`config.mk`:
```
export PLATFORM = sky130hd
export DESIGN_NAME = fpm_seq
export DESIGN_NICKNAME = d
export VERILOG_FILES = /design/src/rtl/fpm_seq.sv
export SDC_FILE = /design/constraint.sdc
export NUM_CORES = 1
export LEC_CHECK = 0
export CORE_MARGIN = 2
export CORE_UTILIZATION = 35
export CTS_CLUSTER_DIAMETER = 40
export DETAILED_ROUTE_END_ITERATION = 16
export PLACE_DENSITY = 0.65
export SLEW_MARGIN = 10
export SYNTH_ARGS = -nofsm -noshare
export SYNTH_HDL_FRONTEND = slang
export SYNTH_SLANG_ARGS = --single-unit
```
`constraint.sdc`:
```
create_clock -name clk -period 4 [get_ports clk]
set_input_delay 0.4 -clock clk [delete_from_list [all_inputs] [get_ports clk]]
set_output_delay 0.4 -clock clk [all_outputs]
set_load 0.01 [all_outputs]
```
`src/rtl/fpm_seq.sv`:
```
// fpm_seq: iterative radix-2 shift-add floating-point multiplier with
// round-to-nearest-even, special-value handling and valid/ready handshakes.
module fpm_seq #(
  parameter  int unsigned EXP_W = 8,
  parameter  int unsigned MAN_W = 23,
  localparam int unsigned W     = 1 + EXP_W + MAN_W
) (
  input  logic         clk,
  input  logic         rst_n,
  input  logic         in_valid,
  output logic         in_ready,
  input  logic [W-1:0] in_a,
  input  logic [W-1:0] in_b,
  output logic         out_valid,
  input  logic         out_ready,
  output logic [W-1:0] out_res,
  output logic [3:0]   out_flags
);

  localparam int unsigned P     = MAN_W + 1;
  localparam int unsigned PW    = 2 * P;
  localparam int unsigned EW    = EXP_W + 2;
  localparam int unsigned CNT_W = $clog2(P + 1);

  localparam logic [CNT_W-1:0]     CNT_LAST = CNT_W'(MAN_W);
  localparam logic signed [EW-1:0] BIAS     = EW'((2 ** (EXP_W - 1)) - 1);
  localparam logic signed [EW-1:0] E_MAX    = EW'((2 ** EXP_W) - 1);
  localparam logic signed [EW-1:0] E_ONE    = EW'(1);

  typedef enum logic [1:0] {
    IDLE,
    MUL,
    NORM,
    DONE
  } state_e;

  state_e state_q, state_d;

  logic [W-1:0]     a_q, a_d;
  logic [W-1:0]     b_q, b_d;
  logic [P-1:0]     hi_q, hi_d;
  logic [P-1:0]     lo_q, lo_d;
  logic [CNT_W-1:0] cnt_q, cnt_d;
  logic [W-1:0]     res_q, res_d;
  logic [3:0]       flags_q, flags_d;

  logic                 sa, sb, sr;
  logic [EXP_W-1:0]     ea, eb;
  logic [MAN_W-1:0]     fa, fb;
  logic                 a_zero, b_zero, a_inf, b_inf, a_nan, b_nan;
  logic [P-1:0]         ma;
  logic [P:0]           sum;
  logic [PW-1:0]        prod, norm;
  logic                 msb, guard, sticky, rnd, carry;
  logic [MAN_W-1:0]     man_t;
  logic [MAN_W:0]       man_r;
  logic signed [EW-1:0] e_fin;
  logic [W-1:0]         res_n;
  logic [3:0]           flags_n;

  // ---------------------------------------------------------------- FSM
  always_ff @(posedge clk or negedge rst_n) begin
    if (!rst_n) begin
      state_q <= IDLE;
    end else begin
      state_q <= state_d;
    end
  end

  always_comb begin
    state_d = state_q;
    case (state_q)
      IDLE:    if (in_valid) state_d = MUL;
      MUL:     if (cnt_q == CNT_LAST) state_d = NORM;
      NORM:    state_d = DONE;
      DONE:    if (out_ready) state_d = IDLE;
      default: state_d = IDLE;
    endcase
  end

  always_comb begin
    in_ready  = (state_q == IDLE);
    out_valid = (state_q == DONE);
    out_res   = res_q;
    out_flags = flags_q;
  end

  // ---------------------------------------------------------------- operand decode
  always_comb begin
    {sa, ea, fa} = a_q;
    {sb, eb, fb} = b_q;
    sr     = sa ^ sb;
    a_zero = (ea == '0);
    b_zero = (eb == '0);
    a_inf  = (ea == '1) && (fa == '0);
    b_inf  = (eb == '1) && (fb == '0);
    a_nan  = (ea == '1) && (fa != '0);
    b_nan  = (eb == '1) && (fb != '0);
    ma     = {|ea, fa};
  end

  // ---------------------------------------------------------------- normalise / round
  always_comb begin
    sum    = {1'b0, hi_q} + (lo_q[0] ? {1'b0, ma} : '0);
    prod   = {hi_q, lo_q};
    msb    = prod[PW-1];
    norm   = msb ? prod : {prod[PW-2:0], 1'b0};
    man_t  = norm[PW-2:P];
    guard  = norm[P-1];
    sticky = |norm[P-2:0];
    rnd    = guard & (sticky | man_t[0]);
    man_r  = {1'b0, man_t} + (MAN_W+1)'(rnd);
    carry  = man_r[MAN_W];
    // carry-out leaves man_r[MAN_W-1:0] all zero, which is the renormalised mantissa
    e_fin  = $signed({2'b00, ea}) + $signed({2'b00, eb}) - BIAS
           + $signed({{(EW-1){1'b0}}, msb}) + $signed({{(EW-1){1'b0}}, carry});
  end

  always_comb begin
    res_n   = '0;
    flags_n = '0;
    if (a_nan || b_nan || (a_inf && b_zero) || (b_inf && a_zero)) begin
      res_n[W-2 -: EXP_W] = '1;
      res_n[MAN_W-1]      = 1'b1;
      flags_n             = 4'b1000;
    end else if (a_inf || b_inf) begin
      res_n[W-1]          = sr;
      res_n[W-2 -: EXP_W] = '1;
      flags_n             = 4'b0100;
    end else if (a_zero || b_zero) begin
      res_n[W-1] = sr;
    end else if (e_fin >= E_MAX) begin
      res_n[W-1]          = sr;
      res_n[W-2 -: EXP_W] = '1;
      flags_n             = 4'b0110;
    end else if (e_fin < E_ONE) begin
      res_n[W-1] = sr;
      flags_n    = 4'b0001;
    end else begin
      res_n = {sr, e_fin[EXP_W-1:0], man_r[MAN_W-1:0]};
    end
  end

  // ---------------------------------------------------------------- datapath registers
  always_comb begin
    a_d     = a_q;
    b_d     = b_q;
    hi_d    = hi_q;
    lo_d    = lo_q;
    cnt_d   = cnt_q;
    res_d   = res_q;
    flags_d = flags_q;
    case (state_q)
      IDLE: begin
        if (in_valid) begin
          a_d   = in_a;
          b_d   = in_b;
          hi_d  = '0;
          lo_d  = {|in_b[W-2 -: EXP_W], in_b[MAN_W-1:0]};
          cnt_d = '0;
        end
      end
      MUL: begin
        // multiplier bits shift out of lo as product bits shift in from hi
        {hi_d, lo_d} = {sum, lo_q[P-1:1]};
        cnt_d        = cnt_q + 1'b1;
      end
      NORM: begin
        res_d   = res_n;
        flags_d = flags_n;
      end
      default: ;
    endcase
  end

  always_ff @(posedge clk or negedge rst_n) begin
    if (!rst_n) begin
      a_q     <= '0;
      b_q     <= '0;
      hi_q    <= '0;
      lo_q    <= '0;
      cnt_q   <= '0;
      res_q   <= '0;
      flags_q <= '0;
    end else begin
      a_q     <= a_d;
      b_q     <= b_d;
      hi_q    <= hi_d;
      lo_q    <= lo_d;
      cnt_q   <= cnt_d;
      res_q   <= res_d;
      flags_q <= flags_d;
    end
  end

endmodule

```
Yosys cells after proc, flatten, opt, wreduce, memory -nomap -nowiden
Index checks and enable logic that the tools add are counted.
- register bits: 155
- latch bits: 0
- memory bits (writable): 0
- memory bits (read-only): 0
- bits of input ports: 68
- output and inout bits: 38
- word-level logic and storage cells: 84
- memories: 0
- $add $sub $neg: 7
- multiply operators: 0
- div/mod/pow operators: 0
- $lt $le $gt $ge: 2
- eq/ne operators: 9
- shift-type cells: 0
- mux-type cells: 30
- bitwise gates (word level): 3
- reduce and logical (&&, ||, !) cells: 25
- operators with widths (kind ; number):
    $mux W31 ; 6
    $pmux W24 S2 ; 2
    $mux W24 ; 3
    $mux W47 ; 1
    $logic_not A23 Y1 ; 2
    $mux W23 ; 2
    $reduce_bool A23 Y1 ; 2
    $add A24 B24 Y25 ; 1
    $add A23 B1 Y24 ; 1
    $reduce_or A23 Y1 ; 1
    $mux W22 ; 1
    $add A10 B2 Y10 ; 2
    $eq A8 B8 Y1 const B ; 2
    $logic_not A8 Y1 ; 2
    $mux W8 ; 2
    $reduce_or A8 Y1 ; 2
    $ge A10 B9 Y1 const B ; 1
    $lt A10 B2 Y1 const B ; 1
    $pmux W5 S2 ; 1
    $sub A9 B7 Y10 const B ; 1
    $add A8 B8 Y9 ; 1
    $mux W3 ; 3
    $mux W9 ; 1
    $pmux W2 S4 ; 1
    19 further kinds ; 34

Longest topological paths before layout
- word-level depth: 16
- mapped depth: 18

Least setup slack after synthesis
No wires, ideal clock.
- path type: register to register
- start: reg hi_q[23]
- end: reg res_q[12] (netlist: out_res[12])
- setup time: 0.083 ns
- arrival: 4.253 ns
- data required time: 3.917 ns
- slack: -0.335 ns
- cell stages (with the launch flop): 18
- cells stage by stage: dfrtp_1 buf_6 nand2b_1 a2111oi_2 nand4_1 or2_2 or3_1 fa_1 fa_1 nor2b_1 o31a_1 o31ai_1 a21oi_1 xnor2_1 a41oi_2 nand3_1 buf_2 o22ai_1
- longest elaborated chain between the ends: 16
- RTL lines (element ; RTL line ; RTL):
    start, declared ; 41 ; logic [P-1:0] hi_q, hi_d;
    start signal, assigned ; 188 ; hi_q <= hi_d;
    $mux W47 ; 107 ; norm = msb ? prod : {prod[PW-2:0], 1'b0};
    $reduce_or A23 Y1 ; 110 ; sticky = |norm[P-2:0];
    $or A1 B1 Y1 ; 111 ; rnd = guard & (sticky | man_t[0]);
    $and A1 B1 Y1 ; 111 ;
    $add A23 B1 Y24 ; 112 ; man_r = {1'b0, man_t} + (MAN_W+1)'(rnd);
    $add A10 B2 Y10 ; 116 ; + $signed({{(EW-1){1'b0}}, msb}) + $signed({{(EW-1){1'b0}}, carry});
    $lt A10 B2 Y1 ; 136 ; end else if (e_fin < E_ONE) begin
    $mux W31 ; 136 ;
    $mux W31 ; 132 ; end else if (e_fin >= E_MAX) begin
    $mux W31 ; 130 ; end else if (a_zero || b_zero) begin
    $mux W31 ; 126 ; end else if (a_inf || b_inf) begin
    $mux W31 ; 122 ; if (a_nan || b_nan || (a_inf && b_zero) || (b_inf && a_zero)) begin
    $mux W23 * ; 132 ;
    $mux W31 * ; 130 ;
    $mux W23 * ; 126 ;
    $mux W22 * ; 122 ;
    end signal, assigned ; 191 ; res_q <= res_d;
    end, declared ; 44 ; logic [W-1:0] res_q, res_d;
Mark *: on every way between the ends. The rest lies on a longest branch, timed or not. The select of a mux whose other input is x is not followed.
A chain may end at the register's enable or synchronous reset.

Worst setup path after layout
- start: reg hi_q[23]
- end: reg res_q[28] (netlist: out_res[28])
- longest elaborated chain between the ends: 16
- RTL lines (element ; RTL line):
    $mux W47 ; 107
    $reduce_or A23 Y1 ; 110
    $or A1 B1 Y1 ; 111
    $and A1 B1 Y1 ; 111
    $add A23 B1 Y24 ; 112
    $add A10 B2 Y10 * ; 116
    $lt A10 B2 Y1 ; 136
    $mux W31 ; 136
    $mux W31 ; 132
    $mux W31 ; 130
    $mux W31 ; 126
    $mux W31 ; 122
    $mux W8 * ; 132
    $mux W31 * ; 130
    $mux W8 * ; 126
    $mux W9 * ; 122
Marks and branches as above.

==> results_dict.tcl <==
set metrics [dict create \
    portBuffers 105 \
    cts_tree "built" \
    yosysSeqAreaShare 0.4272 \
    core_mm2 0.02533 \
    postSynthCellCount 900 \
    antenna_found_initial 0 \
    cts.sink_count 155 \
    leakagePower_uw 0.004984 \
    drt_iter0_drc 315 \
    outcome "finished with violations" \
    grt_pass1_wl_um 37380 \
    worst-r2r-cell-count 16 \
    drc 0 \
    ys.flop_type "dfrtp_1" \
    cts_max_level 4 \
    endpoint_kind "register" \
    final_common_cell "dfrtp_1" \
    grt_pass1_vias 7198 \
    critPathMaxFanout 7 \
    fin_ws_ps -72.27 \
    setup_viol 29 \
    clk_pin_slew_worst_paths_ps 70 \
    clock_path_buffers 2 \
    synth_nets 1016 \
    ys.warnings.count 0 \
    fin_nets 1160 \
    max_freq_mhz 245.6 \
    start_util 0.3585 \
    syn_area_per_cell_um2 10.09 \
    clock_skew_ps 14.57 \
    instances_no_fill 1387 \
    fp.dieH_um 165.1 \
    post-route-period-util 1.018 \
    vias_per_cell 5.193 \
    hold_violations 0 \
    die_area_mm2 0.02724 \
    violations "setup timing" \
    cts-root-buf "clkbuf_16" \
    worstReg2RegStart "hi_q[23]" \
    pin_count 106 \
    rows 58 \
    ys_seq_elements 155 \
    worstMarginPinSlew_ps 884.2 \
    r2r-end "out_res[28]" \
    clock_latency_ps 440 \
    cp.arrival_ps 4400 \
    synth_edf_count 0 \
    critical_path.startpoint "hi_q[23]" \
    gp_congestion 0.8487 \
    synth_cell_types 66 \
    power_density_mw_per_mm2 826.3 \
    hold_class "in -> async" \
    timing_worst_setup_path_type "reg -> reg" \
    dp.cells 1347 \
    fin_setup_tns_ps -1346 \
    worstPathRequired_ps 4330 \
    overflow 0 \
    cap_violations 0 \
    ctsHoldBuffers 0 \
    ant_nets 0 \
    die_x_um 165.1 \
    num_antenna_cells 0 \
    rsz0062_at_grt "true" \
    maxSlewViolCount 0 \
    vias 7203 \
    wl_per_cell_um 16.31 \
    grt_usage 0.1745 \
    synth_area_mm2 0.009079 \
    place.detailed.hpwl_um 16830 \
    layout_min_cycle_time_ps 4072 \
    regToRegSetupSlack_ps -70 \
    cts_buffers 17 \
    grt_max_degree 94 \
    stdcell_area_mm2 0.01165 \
    syn_to_final_growth_pct 28.31 \
    post_dp_cell_area_mm2 0.01081 \
    wl_um 22620 \
    post-route-util 0.4599 \
    drtPass1Iterations 4 \
    crit_path_start_kind "register" \
    synthArstFlopShare 1.000 \
    drive_gt1_frac 0.1883 \
    max_slew_margin 0.4105 \
    pre_cts_slack_ps -130.5 \
    peakVddDrop_v 0.0003862 \
    mostFrequentLayoutCells "154 x dfrtp_1, 104 x clkdlybuf4s50_1, 76 x nand2_1, 66 x mux2_2, 63 x o21ai_0" \
]
==> cell usage after synthesis, types with 8 or more instances <==
cell type	number	area share
xor2_1	24	0.023
ha_1	45	0.062
a211o_1	8	0.0077
nor2_1	37	0.015
clkbuf_1	28	0.012
dfrtp_1	155	0.43
nand4_1	15	0.010
o21ai_0	63	0.035
o21a_1	13	0.011
or3_1	8	0.0055
o22a_1	8	0.0077
o22ai_1	26	0.018
mux2i_1	39	0.043
nand2_1	77	0.032
inv_1	50	0.021
nand3_1	12	0.0066
mux2_2	66	0.082
and2_1	26	0.018
a21oi_1	38	0.021
nor4_1	18	0.012
and3_1	11	0.0076
xnor2_1	25	0.024
==> worst max path at each step <==
stage / endpoint / cells after the start
floorplan: out_res[14] / 16
global placement: out_res[23] / 17
detailed placement: out_res[27] / 17
CTS: out_res[29] / 16
global route: out_res[25] / 16
finish: out_res[28] / 16
==> flip-flops by register name (all words and copies together) (netlist names) <==
register   count
a_q           32
b_q           32
out_res       32
hi_q          24
lo_q          24
cnt_q          5
out_flags      4
state_q        2
==> worst max-delay path, cell delays in order (launching register included) <==
cell	delay (ps)
dfrtp_2	440
nand2b_4	160
a2111oi_4	380
nand4_1	170
or2_4	270
or3_4	390
fa_2	360
fa_2	360
nor2b_2	120
o31a_1	160
o31ai_1	90
a21oi_1	190
xnor2_1	130
a41oi_2	300
buf_4	180
o21ai_4	80
o22a_1	190
==> stage by stage <==
step           hold slack [ps]  power [uW]
4_1_cts                  89.98        9564
3_3_place_gp             479.9        7602
6_report                 51.18        9625
2_1_floorplan            104.4        6061
3_5_place_dp             486.8        7689
5_1_grt                  120.3       10400
==> kinds of logic after synthesis <==
logic type	count (synthesis)	synth area share
AND/OR/NAND/NOR	243	0.1385
AO/OA/AOI/OAI	213	0.1561
flip-flops	155	0.4272
multiplexers	105	0.1249
buffers and inverters	87	0.03735
XOR/XNOR	49	0.04727
adder cells (fa/ha/maj)	48	0.06863
==> power breakdown <==
| group | leakage, uW | switching [uW] | internal, uW |
|---|---|---|---|
| clock network | 0.000295 | 716 | 948 |
| logic | 0.00277 | 2610 | 2520 |
| registers | 0.00192 | 564 | 2270 |
| total | 0.00498 | 3890 | 5740 |
==> layout make-up <==
cell class | instances | area, um^2
fill | 2366 | 13680
clock inverter | 14 | 173.9
clock buffer | 18 | 429.2
timing repair buffer | 161 | 1500
multi-input combinational | 658 | 5061
inverter | 51 | 191.4
tap | 330 | 412.9
sequential | 155 | 3880
==> layer usage <==
| layer | global-route usage | vias up | share of wire |
|---|---|---|---|
| met3 | 0.04071 | 31 | 0.054 |
| met4 | 0.05731 | 0 | 0.019 |
| met1 | 0.2370 | 3481 | 0.47 |
| li1 | - | 3557 | - |
| met5 | 0 | - | 0 |
| met2 | 0.2752 | 134 | 0.46 |
==> timing repair <==
action,4_1_cts,5_1_grt
pin swaps,9,10
gates resized for setup,13,18
endpoints found under the setup margin,29,33
buffers inserted,6,1
gates cloned,1,0
No activity file was read; power rests on OpenSTA's default activity.
